### src/rtl/change_dispenser_if.sv
// Request / coin-ejector / refill / inventory bundle for the change dispenser.
// The requester side (vending FSM, ejector, refill logic) is the master.
interface change_dispenser_if #(
    parameter int AMT_W = 8,
    parameter int CNT_W = 6
);
    logic             req_valid;
    logic [AMT_W-1:0] req_amount;
    logic             req_ready;
    logic             coin_valid;
    logic [1:0]       coin_type;
    logic             coin_ack;
    logic             done;
    logic             short;
    logic [AMT_W-1:0] remaining;
    logic             refill_valid;
    logic [1:0]       refill_type;
    logic [CNT_W-1:0] refill_count;
    logic [CNT_W-1:0] q_cnt;
    logic [CNT_W-1:0] d_cnt;
    logic [CNT_W-1:0] n_cnt;

    modport master (
        output req_valid, req_amount, coin_ack, refill_valid, refill_type, refill_count,
        input  req_ready, coin_valid, coin_type, done, short, remaining, q_cnt, d_cnt, n_cnt
    );

    modport slave (
        input  req_valid, req_amount, coin_ack, refill_valid, refill_type, refill_count,
        output req_ready, coin_valid, coin_type, done, short, remaining, q_cnt, d_cnt, n_cnt
    );
endinterface

### src/rtl/change_dispenser.sv
// Greedy quarter/dime/nickel change payout, one coin per ejector handshake,
// with per-type saturating inventory and shortfall reporting.
module change_dispenser #(
    parameter int AMT_W  = 8,
    parameter int CNT_W  = 6,
    parameter int Q_INIT = 10,
    parameter int D_INIT = 10,
    parameter int N_INIT = 10
) (
    input  logic               clk,
    input  logic               rst,
    change_dispenser_if.slave  bus
);
    // state  | meaning
    // IDLE   | waiting for a change request
    // SELECT | choose largest affordable coin in stock
    // ISSUE  | coin presented to ejector until coin_ack
    // DONE   | one-cycle completion pulse
    typedef enum logic [1:0] {S_IDLE, S_SELECT, S_ISSUE, S_DONE} state_t;

    localparam logic [1:0] T_NONE = 2'b00;
    localparam logic [1:0] T_NICK = 2'b01;
    localparam logic [1:0] T_DIME = 2'b10;
    localparam logic [1:0] T_QUAR = 2'b11;
    localparam logic [AMT_W-1:0] V_NICK = AMT_W'(5);
    localparam logic [AMT_W-1:0] V_DIME = AMT_W'(10);
    localparam logic [AMT_W-1:0] V_QUAR = AMT_W'(25);
    localparam logic [CNT_W:0]   CNT_MAX = {1'b0, {CNT_W{1'b1}}};

    state_t           state, state_nxt;
    logic [AMT_W-1:0] remaining;
    logic [1:0]       sel_type;
    logic [1:0]       pick;
    logic [CNT_W-1:0] q_cnt, d_cnt, n_cnt;
    logic             ack_take;

    function automatic logic [AMT_W-1:0] coin_value(input logic [1:0] t);
        case (t)
            T_QUAR:  return V_QUAR;
            T_DIME:  return V_DIME;
            T_NICK:  return V_NICK;
            default: return '0;
        endcase
    endfunction

    // A decrement only happens on a nonzero count, so the sum cannot go negative.
    function automatic logic [CNT_W-1:0] sat_update(input logic [CNT_W-1:0] c,
                                                     input logic [CNT_W-1:0] a,
                                                     input logic             d);
        logic [CNT_W:0] s;
        s = {1'b0, c} + {1'b0, a} - {{CNT_W{1'b0}}, d};
        return (s > CNT_MAX) ? CNT_MAX[CNT_W-1:0] : s[CNT_W-1:0];
    endfunction

    always_comb begin
        pick = T_NONE;
        if (remaining >= V_QUAR && q_cnt != '0)
            pick = T_QUAR;
        else if (remaining >= V_DIME && d_cnt != '0)
            pick = T_DIME;
        else if (remaining >= V_NICK && n_cnt != '0)
            pick = T_NICK;
    end

    assign ack_take = (state == S_ISSUE) && bus.coin_ack;

    always_ff @(posedge clk) begin
        if (rst)
            state <= S_IDLE;
        else
            state <= state_nxt;
    end

    always_comb begin
        state_nxt = state;
        case (state)
            S_IDLE:   if (bus.req_valid) state_nxt = S_SELECT;
            S_SELECT: state_nxt = (pick != T_NONE) ? S_ISSUE : S_DONE;
            S_ISSUE:  if (bus.coin_ack) state_nxt = S_SELECT;
            S_DONE:   state_nxt = S_IDLE;
            default:  state_nxt = S_IDLE;
        endcase
    end

    always_comb begin
        bus.req_ready  = (state == S_IDLE);
        bus.coin_valid = (state == S_ISSUE);
        bus.coin_type  = (state == S_ISSUE) ? sel_type : T_NONE;
        bus.done       = (state == S_DONE);
        bus.short      = (state == S_DONE) && (remaining != '0);
    end

    always_ff @(posedge clk) begin
        if (rst) begin
            remaining <= '0;
            sel_type  <= T_NONE;
        end else begin
            case (state)
                S_IDLE:   if (bus.req_valid) remaining <= bus.req_amount;
                S_SELECT: sel_type <= pick;
                S_ISSUE:  if (bus.coin_ack) remaining <= remaining - coin_value(sel_type);
                default:  ;
            endcase
        end
    end

    always_ff @(posedge clk) begin
        if (rst) begin
            q_cnt <= CNT_W'(Q_INIT);
            d_cnt <= CNT_W'(D_INIT);
            n_cnt <= CNT_W'(N_INIT);
        end else begin
            q_cnt <= sat_update(q_cnt,
                                (bus.refill_valid && bus.refill_type == T_QUAR) ? bus.refill_count : '0,
                                ack_take && sel_type == T_QUAR);
            d_cnt <= sat_update(d_cnt,
                                (bus.refill_valid && bus.refill_type == T_DIME) ? bus.refill_count : '0,
                                ack_take && sel_type == T_DIME);
            n_cnt <= sat_update(n_cnt,
                                (bus.refill_valid && bus.refill_type == T_NICK) ? bus.refill_count : '0,
                                ack_take && sel_type == T_NICK);
        end
    end

    assign bus.remaining = remaining;
    assign bus.q_cnt     = q_cnt;
    assign bus.d_cnt     = d_cnt;
    assign bus.n_cnt     = n_cnt;
endmodule

### src/flat_wrapper.sv
// flat-port wrapper written by rule: the top's interface ports become plain ports
module change_dispenser_flat 
#(
    parameter int AMT_W  = 8,
    parameter int CNT_W  = 6,
    parameter int Q_INIT = 10,
    parameter int D_INIT = 10,
    parameter int N_INIT = 10
)
  (clk, rst, bus_req_valid, bus_req_amount, bus_coin_ack, bus_refill_valid, bus_refill_type, bus_refill_count, bus_req_ready, bus_coin_valid, bus_coin_type, bus_done, bus_short, bus_remaining, bus_q_cnt, bus_d_cnt, bus_n_cnt);
  change_dispenser_if #(.AMT_W(AMT_W), .CNT_W(CNT_W)) bus_i ();
  input  logic clk;
  input  logic rst;
  input wire logic [$bits(bus_i.req_valid)-1:0] bus_req_valid;
  input wire logic [$bits(bus_i.req_amount)-1:0] bus_req_amount;
  input wire logic [$bits(bus_i.coin_ack)-1:0] bus_coin_ack;
  input wire logic [$bits(bus_i.refill_valid)-1:0] bus_refill_valid;
  input wire logic [$bits(bus_i.refill_type)-1:0] bus_refill_type;
  input wire logic [$bits(bus_i.refill_count)-1:0] bus_refill_count;
  output wire logic [$bits(bus_i.req_ready)-1:0] bus_req_ready;
  output wire logic [$bits(bus_i.coin_valid)-1:0] bus_coin_valid;
  output wire logic [$bits(bus_i.coin_type)-1:0] bus_coin_type;
  output wire logic [$bits(bus_i.done)-1:0] bus_done;
  output wire logic [$bits(bus_i.short)-1:0] bus_short;
  output wire logic [$bits(bus_i.remaining)-1:0] bus_remaining;
  output wire logic [$bits(bus_i.q_cnt)-1:0] bus_q_cnt;
  output wire logic [$bits(bus_i.d_cnt)-1:0] bus_d_cnt;
  output wire logic [$bits(bus_i.n_cnt)-1:0] bus_n_cnt;
  assign bus_i.req_valid = bus_req_valid;
  assign bus_i.req_amount = bus_req_amount;
  assign bus_i.coin_ack = bus_coin_ack;
  assign bus_i.refill_valid = bus_refill_valid;
  assign bus_i.refill_type = bus_refill_type;
  assign bus_i.refill_count = bus_refill_count;
  assign bus_req_ready = bus_i.req_ready;
  assign bus_coin_valid = bus_i.coin_valid;
  assign bus_coin_type = bus_i.coin_type;
  assign bus_done = bus_i.done;
  assign bus_short = bus_i.short;
  assign bus_remaining = bus_i.remaining;
  assign bus_q_cnt = bus_i.q_cnt;
  assign bus_d_cnt = bus_i.d_cnt;
  assign bus_n_cnt = bus_i.n_cnt;
  change_dispenser #(.AMT_W(AMT_W), .CNT_W(CNT_W), .Q_INIT(Q_INIT), .D_INIT(D_INIT), .N_INIT(N_INIT)) u_core (.clk(clk), .rst(rst), .bus(bus_i));
endmodule
### config.mk
export PLATFORM = sky130hd
export DESIGN_NAME = change_dispenser_flat
export DESIGN_NICKNAME = d
export VERILOG_FILES = /design/src/rtl/change_dispenser_if.sv /design/src/rtl/change_dispenser.sv /design/src/flat_wrapper.sv
export SDC_FILE = /design/constraint.sdc
export NUM_CORES = 1
export LEC_CHECK = 0
export ABC_AREA = 1
export CELL_PAD_IN_SITES_DETAIL_PLACEMENT = 1
export CELL_PAD_IN_SITES_GLOBAL_PLACEMENT = 2
export CORE_MARGIN = 5
export CORE_UTILIZATION = 31
export DETAILED_ROUTE_END_ITERATION = 10
export PLACE_DENSITY = 0.94
export SLEW_MARGIN = 10
export SYNTH_ARGS = -nofsm -noshare
export SYNTH_HDL_FRONTEND = slang
export SYNTH_SLANG_ARGS = --single-unit
### constraint.sdc
create_clock -name clk -period 4.41 [get_ports clk]
set_clock_uncertainty 0.05 [all_clocks]
set_input_delay 0.441 -clock clk [delete_from_list [all_inputs] [get_ports clk]]
set_output_delay 0.441 -clock clk [all_outputs]
set_load 0.03 [all_outputs]
==> results of run 1 <==
routing by layer:
layer  global-route usage [%]  wire [microns]  up-vias
li1                         -               -     1442
met1                     17.5            3650     1302
met2                     27.1            3960       32
met3                     2.16             197        4
met4                     3.29              70        0
met5                        0               0        -
critical path, cell delays in order:
cell and delay [ps]:
clkdlybuf4s50_1 510, inv_1 90, nor3_1 460, nand2_1 110, ha_1 350, fa_1 500
inv_1 80, nand4_1 120, nand3_1 90, nand2_1 50, nand2_1 170, nand2_1 100
nand2_1 80, inv_1 60
path summary, 6_finish.rpt:
kind              cells after the start                from                  end  slack (ps)
setup reg to reg                     18     u_core.state[0]  u_core.bus.d_cnt[2]        1540
hold reg to reg                       2  u_core.sel_type[1]   u_core.sel_type[1]         490
hold / removal                        2  u_core.sel_type[1]   u_core.sel_type[1]         490
setup / recovery                     14  bus_refill_type[1]  u_core.bus.d_cnt[2]        1320
logic make-up (layout without fill, tap and decap cells):
family | count (synthesis) | count (layout) | share of synthesized area, %
AO/OA/AOI/OAI | 47 | 47 | 10.4
XOR/XNOR | 11 | 11 | 3.44
adder cells (fa/ha/maj) | 45 | 45 | 21.2
buffers and inverters | 113 | 169 | 15.7
flip-flops | 30 | 30 | 21.4
AND/OR/NAND/NOR | 178 | 178 | 27.9
flip-flops by register name (all words and copies together) (netlist names):
name / flops
u_core.bus.remaining: 8
u_core.bus.d_cnt: 6
u_core.bus.n_cnt: 6
u_core.bus.q_cnt: 6
u_core.sel_type: 2
u_core.state: 2
Yosys cell counts, drive strengths merged (3+ instances only):
master  number
dfxtp       30
a31oi        5
nand3       22
o21bai       3
nor4         3
xnor2        4
a211oi       3
buf          3
ha          41
a21oi       15
nor2        31
nor3         5
a21o         6
o21ai       13
fa           4
nand4       16
inv        109
xor2         7
nand2       98
layout make-up:
class	instances	area (sq um)
fill	1161	5220
tap	108	135
inverter	109	414
multi-input combinational	281	1760
timing repair buffer	52	520
clock buffer	5	68.8
clock inverter	3	40.0
sequential	30	601
cell usage in the layout (no fill, tap or decap), drive strengths merged:
cell / Yosys / layout
a211oi: 3 / 3
a21o: 6 / 6
a21oi: 15 / 15
a31oi: 5 / 5
bufinv: 0 / 1
clkbuf: 1 / 5
clkdlybuf4s50: 0 / 52
clkinv: 0 / 2
dfxtp: 30 / 30
fa: 4 / 4
ha: 41 / 41
inv: 109 / 109
nand2: 98 / 98
nand2b: 1 / 1
nand3: 22 / 22
nand3b: 1 / 1
nand4: 16 / 16
nor2: 31 / 31
nor3: 5 / 5
nor4: 3 / 3
o211ai: 1 / 1
o21a: 1 / 1
o21ai: 13 / 13
o21bai: 3 / 3
or2: 1 / 1
xnor2: 4 / 4
xor2: 7 / 7
power groups by stage:
stage | clock, mW | combinational [mW] | sequential (mW)
after floorplan | 0 | 0.872 | 0.550
after global placement | 0 | 1.37 | 0.421
after detailed placement | 0 | 1.40 | 0.425
after CTS | 0.294 | 1.42 | 0.420
after global routing | 0.307 | 1.59 | 0.429
final | 0.285 | 1.40 | 0.416
==> qor.yml, run 1 <==
cells_and_area:
  final_util_pct: 40.4
  finalNonFillerCells: 588
  antennaDiodeCount: 0
  layout.nets: 545
  area_growth_pct: 26.4
  layout-drive-gt1-share_pct: 3.54
  fin_area_sq_mm: 0.00354
sta:
  fin_ws_ps: 1320
  fin_crit_sh_pct: 70.1
  setup_violations: 0
  min_period_ps: 3090
  max_freq_ghz: 0.324
  tns_ps: 0
  worst_pin_slew_ps: 889
  slew_violations: 0
  rsz0062_at_grt: "no"
  hold_viol: 0
  timing.hold.ws_ps: 491
  relSlewSlack_pct: 40.7
logic_synthesis:
  ys_async_sr_fraction_pct: 0
  netlist_area_sq_mm: 0.00280
  yosys-top-cells-area: "dfxtp_1, ha_1, inv_1, nand2_1, nor2_1"
  synth_area_per_cell_sq_um: 6.61
  synth-edff-count: 0
  ys_warn_count: 0
  ys_seq_elements: 30
  synth_cells: 424
  synth.distinct_cells: 33
  synth_top_area_cell: "dfxtp_1"
  netlist.area_leader.share_pct: 21.4
  syn_nets: 490
  synth-main-ff-cell: "dfxtp_1"
  synth_seq_area_share_pct: 21.4
pwr:
  total_power_mw: 2.10
  p_per_area_mw_per_mm2: 594
  power.clock.fraction_pct: 13.5
  seqPwrFrac_pct: 19.8
  p_comb_share_pct: 66.7
  irDropWorstVdd_mv: 0.207
  sw_frac_of_total_pct: 49.0
  power_switching_mw: 1.03
  leakagePower_nw: 1.92
  p_int_mw: 1.07
critical_path:
  worstPathMaxFanout: 6
  end_kind: "flip-flop"
  cp.required_ps: 4530
  crit_path_start_kind: "input port"
  critPathKind: "in2reg"
  worstPathArrival_ps: 3210
floorplanning:
  die_area_sq_mm: 0.0110
  design.core.area_sq_mm: 0.00876
  io_pins: 53
  rows: 34
  start_util_pct: 32.0
  die_w_microns: 105
  die_h_microns: 105
placed_design:
  gp_congestion: 0.846
  placed_cell_area_sq_mm: 0.00343
  numPortBuffers: 52
  pre_cts_slack_ps: 1050
  place_hpwl_microns: 6600
  placedCellCount: 580
drt:
  wl_per_cell_microns: 13.4
  wirelength_microns: 7880
  num_vias: 2780
  dr.pass1.iters: 4
  drc: 0
  via_per_inst: 4.73
  antenna_left: 0
  drt_iter0_drc: 31
clock_tree:
  ctsHoldBuffers: 0
  h-tree-depth: 2
  post_cts_buffers: 0
  clk_pin_slew_ps: 80
  numClockSinks: 30
  ctsResizeCount: 0
  cts_buffers: 5
  clock_latency_ps: 290
  cts_tree: "done"
  ctsRootBufferMaster: "clkbuf_8"
  cts_buffer_depth: 2
global_route:
  overflow: 0
  grt_max_degree: 25
  grt_pass1_vias: 2897
  grt_antenna_before_repair: 0
  grt_pass1_wl_microns: 13400
  grt.total_usage_pct: 14.6
status:
  outcome: "finished clean"
run:
  cap_violations: 0
worst_hold_path:
  hold_class: "reg2reg"
(Power assumes the default switching activity.)
==> inputs of run 2 (changes only) <==
Settings changed: CORE_UTILIZATION 31 to 28, PLACE_DENSITY 0.94 to 0.87.
Clock period 4.41 ns to 3.1 ns, I/O delays scaled along.
==> run 2 against run 1 <==
Net effect: first-iteration DRC count grew 130%; non-clock buffer count rose by 9; final cell count is 5.8% higher; worst setup slack lost 940 ps; count of clock-buffer cells in the layout rose by 1; critical path type unchanged; critical endpoint is now u_core.bus.n_cnt[2]; highest routed layer unchanged.
==> qor.yml, run 2 (synthesis gave the netlist of run 1 again) <==
status:
  outcome: "finished clean"  # unchanged
critical_path:
  cp_slowest_cell: "clkdlybuf4s50_1"  # unchanged
  cp_slowest_stage_delay_ps: 500  # was 510 ps
  r2r_end: "u_core.bus.d_cnt[2]"  # unchanged
  worstPathArrival_ps: 2870  # was 3210 ps
  r2r_start: "u_core.sel_type[1]"  # was u_core.state[0]
  worstPathMaxFanout: 6  # unchanged
  end_kind: "flip-flop"  # unchanged
  crit_buf_inv: 6  # was 4
  crit_path_start_kind: "input port"  # unchanged
  cp_cell_sequence: "clkdlybuf4s50_1 > inv_1 > nor4_1 > buf_4 > ha_1 > inv_1 > fa_1 > inv_1 > nand4_1 > nand3_1 > nand2_1 > nand2_1 > nand2_1 > nand2_1 > inv_1"  # was clkdlybuf4s50_1 > inv_1 > nor3_1 > nand2_1 > ha_1 > fa_1 > inv_1 > nand4_1 > nand3_1 > nand2_1 > nand2_1 > nand2_1 > nand2_1 > inv_1
  critPathKind: "in2reg"  # unchanged
  ff2ff_path_depth: 17  # was 18
  r2r_slack_ps: 460  # was 1540 ps
  cp.required_ps: 3240  # was 4530 ps
  cp_top_family: "simple AND/OR/NAND/NOR gates"  # unchanged
drt:
  antenna_left: 0  # unchanged
  via_per_inst: 4.54  # was 4.73
  dr.pass1.iters: 4  # unchanged
  wl_per_cell_microns: 13.3  # was 13.4 microns
  num_vias: 2821  # was 2780
  drt_iter0_drc: 71  # was 31
  drc: 0  # unchanged
  wirelength_microns: 8300  # was 7880 microns
sta:
  fin_crit_sh_pct: 87.8
  setup_violations: 0  # unchanged
  tns_ps: 0  # unchanged
  fin_ws_ps: 379  # was 1320 ps
  hold_viol: 0  # unchanged
  relSlewSlack_pct: 67.1  # was 40.7%
  max_freq_ghz: 0.367
  slew_violations: 0  # unchanged
  rsz0062_at_grt: "no"  # unchanged
  min_period_ps: 2720
  worst_pin_slew_ps: 491  # was 889 ps
cells_and_area:
  largest_reg_flops: 8  # unchanged
  regMostFlops: "u_core.bus.remaining"  # unchanged
  mostFrequentLayoutCell: "inv_1"  # unchanged
  antennaDiodeCount: 0  # unchanged
  fillers: 1297  # was 1161
  mostFrequentLayoutCells: "inv_1, nand2_1, clkdlybuf4s50_1, ha_1, nor2_1"  # unchanged
  layout-drive-gt1-share_pct: 5.32  # was 3.54%
  layout.nets: 554  # was 545
  area_growth_pct: 31.1  # was 26.4%
clock_tree:
  cts_buffers: 5  # unchanged
  ctsResizeCount: 0  # unchanged
  ctsHoldBuffers: 0  # unchanged
  clk_pin_slew_ps: 80  # about the same
  cts_tree: "done"  # unchanged
  numClockSinks: 30  # unchanged
  clock_latency_ps: 290  # about the same
  post_cts_buffers: 0  # unchanged
  h-tree-depth: 2  # unchanged
  ctsRootBufferMaster: "clkbuf_8"  # unchanged
  cts_buffer_depth: 2  # unchanged
global_route:
  grt_pass1_vias: 3001  # was 2897
  grt_max_degree: 16  # was 25
  overflow: 0  # unchanged
  grt_pass1_wl_microns: 14000  # was 13400 microns
  grt_antenna_before_repair: 0  # unchanged
  grt.total_usage_pct: 14.8  # was 14.6%
pwr:
  leakagePower_nw: 1.97  # was 1.92 nW
  power.clock.fraction_pct: 16.6  # was 13.5%
  p_per_area_mw_per_mm2: 850  # was 594 mW/mm^2
  sw_frac_of_total_pct: 47.3  # was 49.0%
  power_switching_mw: 1.48  # was 1.03 mW
  seqPwrFrac_pct: 18.8  # was 19.8%
  irDropWorstVdd_mv: 0.292  # was 0.207 mV
  p_int_mw: 1.64  # was 1.07 mW
  p_comb_share_pct: 64.5  # was 66.7%
floorplanning:
  die_w_microns: 110  # was 105 microns
  rows: 36  # was 34
  io_pins: 53  # unchanged
  start_util_pct: 28.7  # was 32.0%
  design.core.area_sq_mm: 0.00977  # was 0.00876 sq mm
  die_area_sq_mm: 0.0121  # was 0.0110 sq mm
  die_h_microns: 110  # was 105 microns
placed_design:
  numPortBuffers: 52  # unchanged
  pre_cts_slack_ps: 33.3  # was 1050 ps
  gp_congestion: 0.820  # was 0.846
  place_hpwl_microns: 6910  # was 6600 microns
worst_hold_path:
  hp-start: "u_core.sel_type[1]"  # unchanged
  whs_path_depth: 2  # unchanged
  hold_path_end: "u_core.sel_type[1]"  # unchanged
  hold_class: "reg2reg"  # unchanged
run:
  cap_violations: 0  # unchanged
run 2: cell types whose count changed in the layout (fill, tap and decap cells not counted), sizes merged:
cell / delta
buf: +9
bufinv: +1
clkbuf: +1
clkinv: -2
run 2: cell type report:
class,instances,area [sq um],area share (%)
multi-input combinational,281,1760,48.0
sequential,30,601,16.3
timing repair buffer,61,588,16.0
inverter,109,414,11.3
tap,133,166,4.53
clock buffer,6,82.6,2.25
clock inverter,2,60.1,1.63
run 2: power groups by stage:
| stage | logic, mW | registers, mW | clock network, mW |
|---|---|---|---|
| 6_report | 2.02 | 0.588 | 0.520 |
| 5_1_grt | 2.29 | 0.607 | 0.549 |
| 4_1_cts | 2.04 | 0.590 | 0.531 |
| 3_5_place_dp | 2.02 | 0.598 | 0 |
| 3_3_place_gp | 1.97 | 0.595 | 0 |
| 2_1_floorplan | 1.24 | 0.783 | 0 |
run 2: worst max-delay path by stage:
stage / end / cells after the start / from
after CTS: u_core.bus.n_cnt[0] / 15 / bus_refill_type[0]
after detailed placement: u_core.bus.n_cnt[0] / 15 / bus_refill_type[0]
final: u_core.bus.n_cnt[2] / 15 / bus_refill_type[0]
after global routing: u_core.bus.n_cnt[2] / 15 / bus_refill_type[0]
after floorplan: u_core.bus.d_cnt[0] / 17 / u_core.state[1]
after global placement: u_core.bus.n_cnt[2] / 15 / bus_refill_type[0]
run 2: layer usage:
metal / part of all wire, % / wire length [microns] / track usage [%]
met4: 2.2 / 179 / 4.90
met5: 0 / 0 / 0
met3: 2.7 / 228 / 2.50
met1: 48 / 3960 / 18.7
met2: 47 / 3930 / 25.3
run 2: tightest hold or removal path: stages, from the launching register on:
cell and delay [ps]:
dfxtp_1 360, o211ai_1 110, inv_1 60
run 2: stage by stage:
| step | cell area (sq um) | std cells | hold WS, ps | total power, mW | util [%] |
|---|---|---|---|---|---|
| 3_3_place_gp | 3530 | 614 | 464 | 2.56 | 36.1 |
| 2_1_floorplan | 2800 | 424 | 329 | 2.02 | - |
| 6_report | 3670 | 622 | 500 | 3.12 | 37.6 |
| 4_1_cts | 3670 | 622 | 496 | 3.16 | 37.6 |
| 3_5_place_dp | 3530 | 614 | 476 | 2.62 | 36.1 |
| 5_1_grt | 3670 | 622 | 524 | 3.45 | 37.6 |
==> inputs of run 3 (changes only) <==
Settings changed: CORE_UTILIZATION 28 to 31, CTS_BUF_LIST set to sky130_fd_sc_hd__clkbuf_16, PLACE_DENSITY 0.87 to 0.94.
Clock period 3.1 ns to 3.2 ns, I/O delays scaled along.
==> run 3 against run 2 <==
Net effect: critical path depth increased by 2; core utilization increased by 3.6 points; register-to-register slack got worse by 110 ps; clock power decreased by 12%; hold slack improved by 16 ps; power decreased by 4.5%; via count decreased by 0.71%; wire length decreased by 1.6%; sequential cell count unchanged; largest power group unchanged.
==> qor.yml, run 3 (synthesis gave the netlist of run 1 again) <==
cells_and_area:
  antennaDiodeCount: 0  # unchanged
  mostFrequentLayoutCell: "inv_1"  # unchanged
  final_util_pct: 41.2  # was 37.6%
  largest_reg_flops: 8  # unchanged
  layout-drive-gt1-share_pct: 4.12  # was 5.32%
  mostFrequentLayoutCells: "inv_1, nand2_1, clkdlybuf4s50_1, ha_1, nor2_1"  # unchanged
  area_growth_pct: 28.7  # was 31.1%
  seqCellArea_sq_um: 601  # unchanged
  multiInputGateArea_sq_mm: 0.00176  # unchanged
  regMostFlops: "u_core.bus.remaining"  # unchanged
  fin_area_sq_mm: 0.00361  # was 0.00367 sq mm
  layout.nets: 550  # was 554
  fillers: 1142  # was 1297
placed_design:
  placed_cell_area_sq_mm: 0.00347  # was 0.00353 sq mm
  numPortBuffers: 52  # unchanged
  gp_congestion: 0.869  # was 0.820
  place_hpwl_microns: 6810  # was 6910 microns
sta:
  fin_crit_sh_pct: 89.1
  tns_ps: 0  # unchanged
  hold_viol: 0  # unchanged
  rsz0062_at_grt: "no"  # unchanged
  relSlewSlack_pct: 68.3  # was 67.1%
  timing.hold.ws_ps: 517  # was 500 ps
  min_period_ps: 2850
  max_freq_ghz: 0.351
  worst_pin_slew_ps: 474  # was 491 ps
  setup_violations: 0  # unchanged
  slew_violations: 0  # unchanged
global_route:
  grt_pass1_vias: 2916  # was 3001
  grt.total_usage_pct: 15.2  # was 14.8%
  grt_pass1_wl_microns: 14000  # about the same
  grt_antenna_before_repair: 0  # unchanged
  grt_max_degree: 17  # was 16
  overflow: 0  # unchanged
critical_path:
  ff2ff_path_depth: 17  # unchanged
  r2r_end: "u_core.bus.d_cnt[0]"  # was u_core.bus.d_cnt[2]
  worstPathMaxFanout: 16  # was 6
  cp.required_ps: 3330  # was 3240 ps
  r2r_slack_ps: 350  # was 460 ps
  end_kind: "flip-flop"  # unchanged
  crit_path_start_kind: "flip-flop"  # was input port
  critPathKind: "reg2reg"  # was in2reg
  r2r_start: "u_core.state[1]"  # was u_core.sel_type[1]
  worstPathArrival_ps: 2980  # was 2870 ps
pwr:
  leakagePower_nw: 1.96  # was 1.97 nW
  irDropWorstVdd_mv: 0.367  # was 0.292 mV
  p_per_area_mw_per_mm2: 827  # was 850 mW/mm^2
floorplanning:
  die_h_microns: 105  # was 110 microns
  die_area_sq_mm: 0.0110  # was 0.0121 sq mm
  start_util_pct: 32.0  # was 28.7%
  io_pins: 53  # unchanged
  rows: 34  # was 36
  die_w_microns: 105  # was 110 microns
  design.core.area_sq_mm: 0.00876  # was 0.00977 sq mm
drt:
  wl_per_cell_microns: 13.8  # was 13.3 microns
  dr.pass1.iters: 4  # unchanged
  via_per_inst: 4.72  # was 4.54
  drc: 0  # unchanged
  antenna_left: 0  # unchanged
  wirelength_microns: 8170  # was 8300 microns
  drt_iter0_drc: 47  # was 71
  num_vias: 2801  # was 2821
clock_tree:
  cts_buffers: 5  # unchanged
  clock_latency_ps: 280  # was 290 ps
  numClockSinks: 30  # unchanged
  ctsResizeCount: 0  # unchanged
  cts_buffer_depth: 2  # unchanged
  cts_tree: "done"  # unchanged
  ctsRootBufferMaster: "clkbuf_16"  # was clkbuf_8
  h-tree-depth: 2  # unchanged
  ctsHoldBuffers: 0  # unchanged
  post_cts_buffers: 0  # unchanged
  clk_pin_slew_ps: 50  # was 80 ps
status:
  outcome: "finished clean"  # unchanged
worst_hold_path:
  hold_class: "reg2reg"  # unchanged
  hp-start: "u_core.sel_type[1]"  # unchanged
  hold_path_end: "u_core.sel_type[1]"  # unchanged
  whs_path_depth: 2  # unchanged
run:
  cap_violations: 0  # unchanged
[run 3: cell type report]
| type | instances | area share, % |
|---|---|---|
| clock buffer | 5 | 3.47 |
| tap | 108 | 3.74 |
| inverter | 109 | 11.5 |
| clock inverter | 3 | 0.347 |
| timing repair buffer | 57 | 15.5 |
| multi-input combinational | 281 | 48.9 |
| sequential | 30 | 16.6 |
[run 3: critical path, stage by stage (launching register included)]
cell and delay (ps):
dfxtp_1 420, nand2_4 170, inv_6 120, nand2_4 70
nor2_1 160, ha_1 250, inv_1 50, ha_1 200
inv_1 70, fa_1 430, inv_1 80, nand4_1 120
nand3_1 110, nand2_1 50, nand2_1 200, nand2_1 80
nand2_1 60, inv_1 50
[run 3: metal layers]
| metal | global-route usage, % | routed length, microns |
|---|---|---|
| met1 | 19.7 | 3830 |
| met2 | 26.5 | 4040 |
| met3 | 2.22 | 232 |
| met4 | 3.56 | 70 |
| met5 | 0 | 0 |
[run 3: where the power goes]
group | internal [mW] | total [mW] | switching [mW]
Combinational | 0.773 | 1.95 | 1.18
Clock | 0.281 | 0.455 | 0.174
Sequential | 0.485 | 0.575 | 0.0902
Total | 1.54 | 2.98 | 1.44
[run 3: stage by stage]
| step | power [mW] | setup WS [ps] | instances |
|---|---|---|---|
| after global routing | 3.29 | 114 | 593 |
| after floorplan | 1.96 | 845 | 424 |
| after global placement | 2.47 | 260 | 585 |
| final | 2.98 | 349 | 593 |
| after CTS | 3.02 | 345 | 593 |
| after detailed placement | 2.54 | 151 | 585 |
[run 3: worst max-delay path by stage]
stage,from,endpoint,slack (ps)
final,u_core.state[1],u_core.bus.d_cnt[0],350
after global routing,u_core.state[1],u_core.bus.d_cnt[4],110
after floorplan,u_core.state[1],u_core.bus.d_cnt[0],840
after detailed placement,bus_refill_type[1],u_core.bus.d_cnt[0],150
after CTS,u_core.state[0],u_core.bus.d_cnt[0],350
after global placement,bus_refill_type[0],u_core.bus.n_cnt[4],260
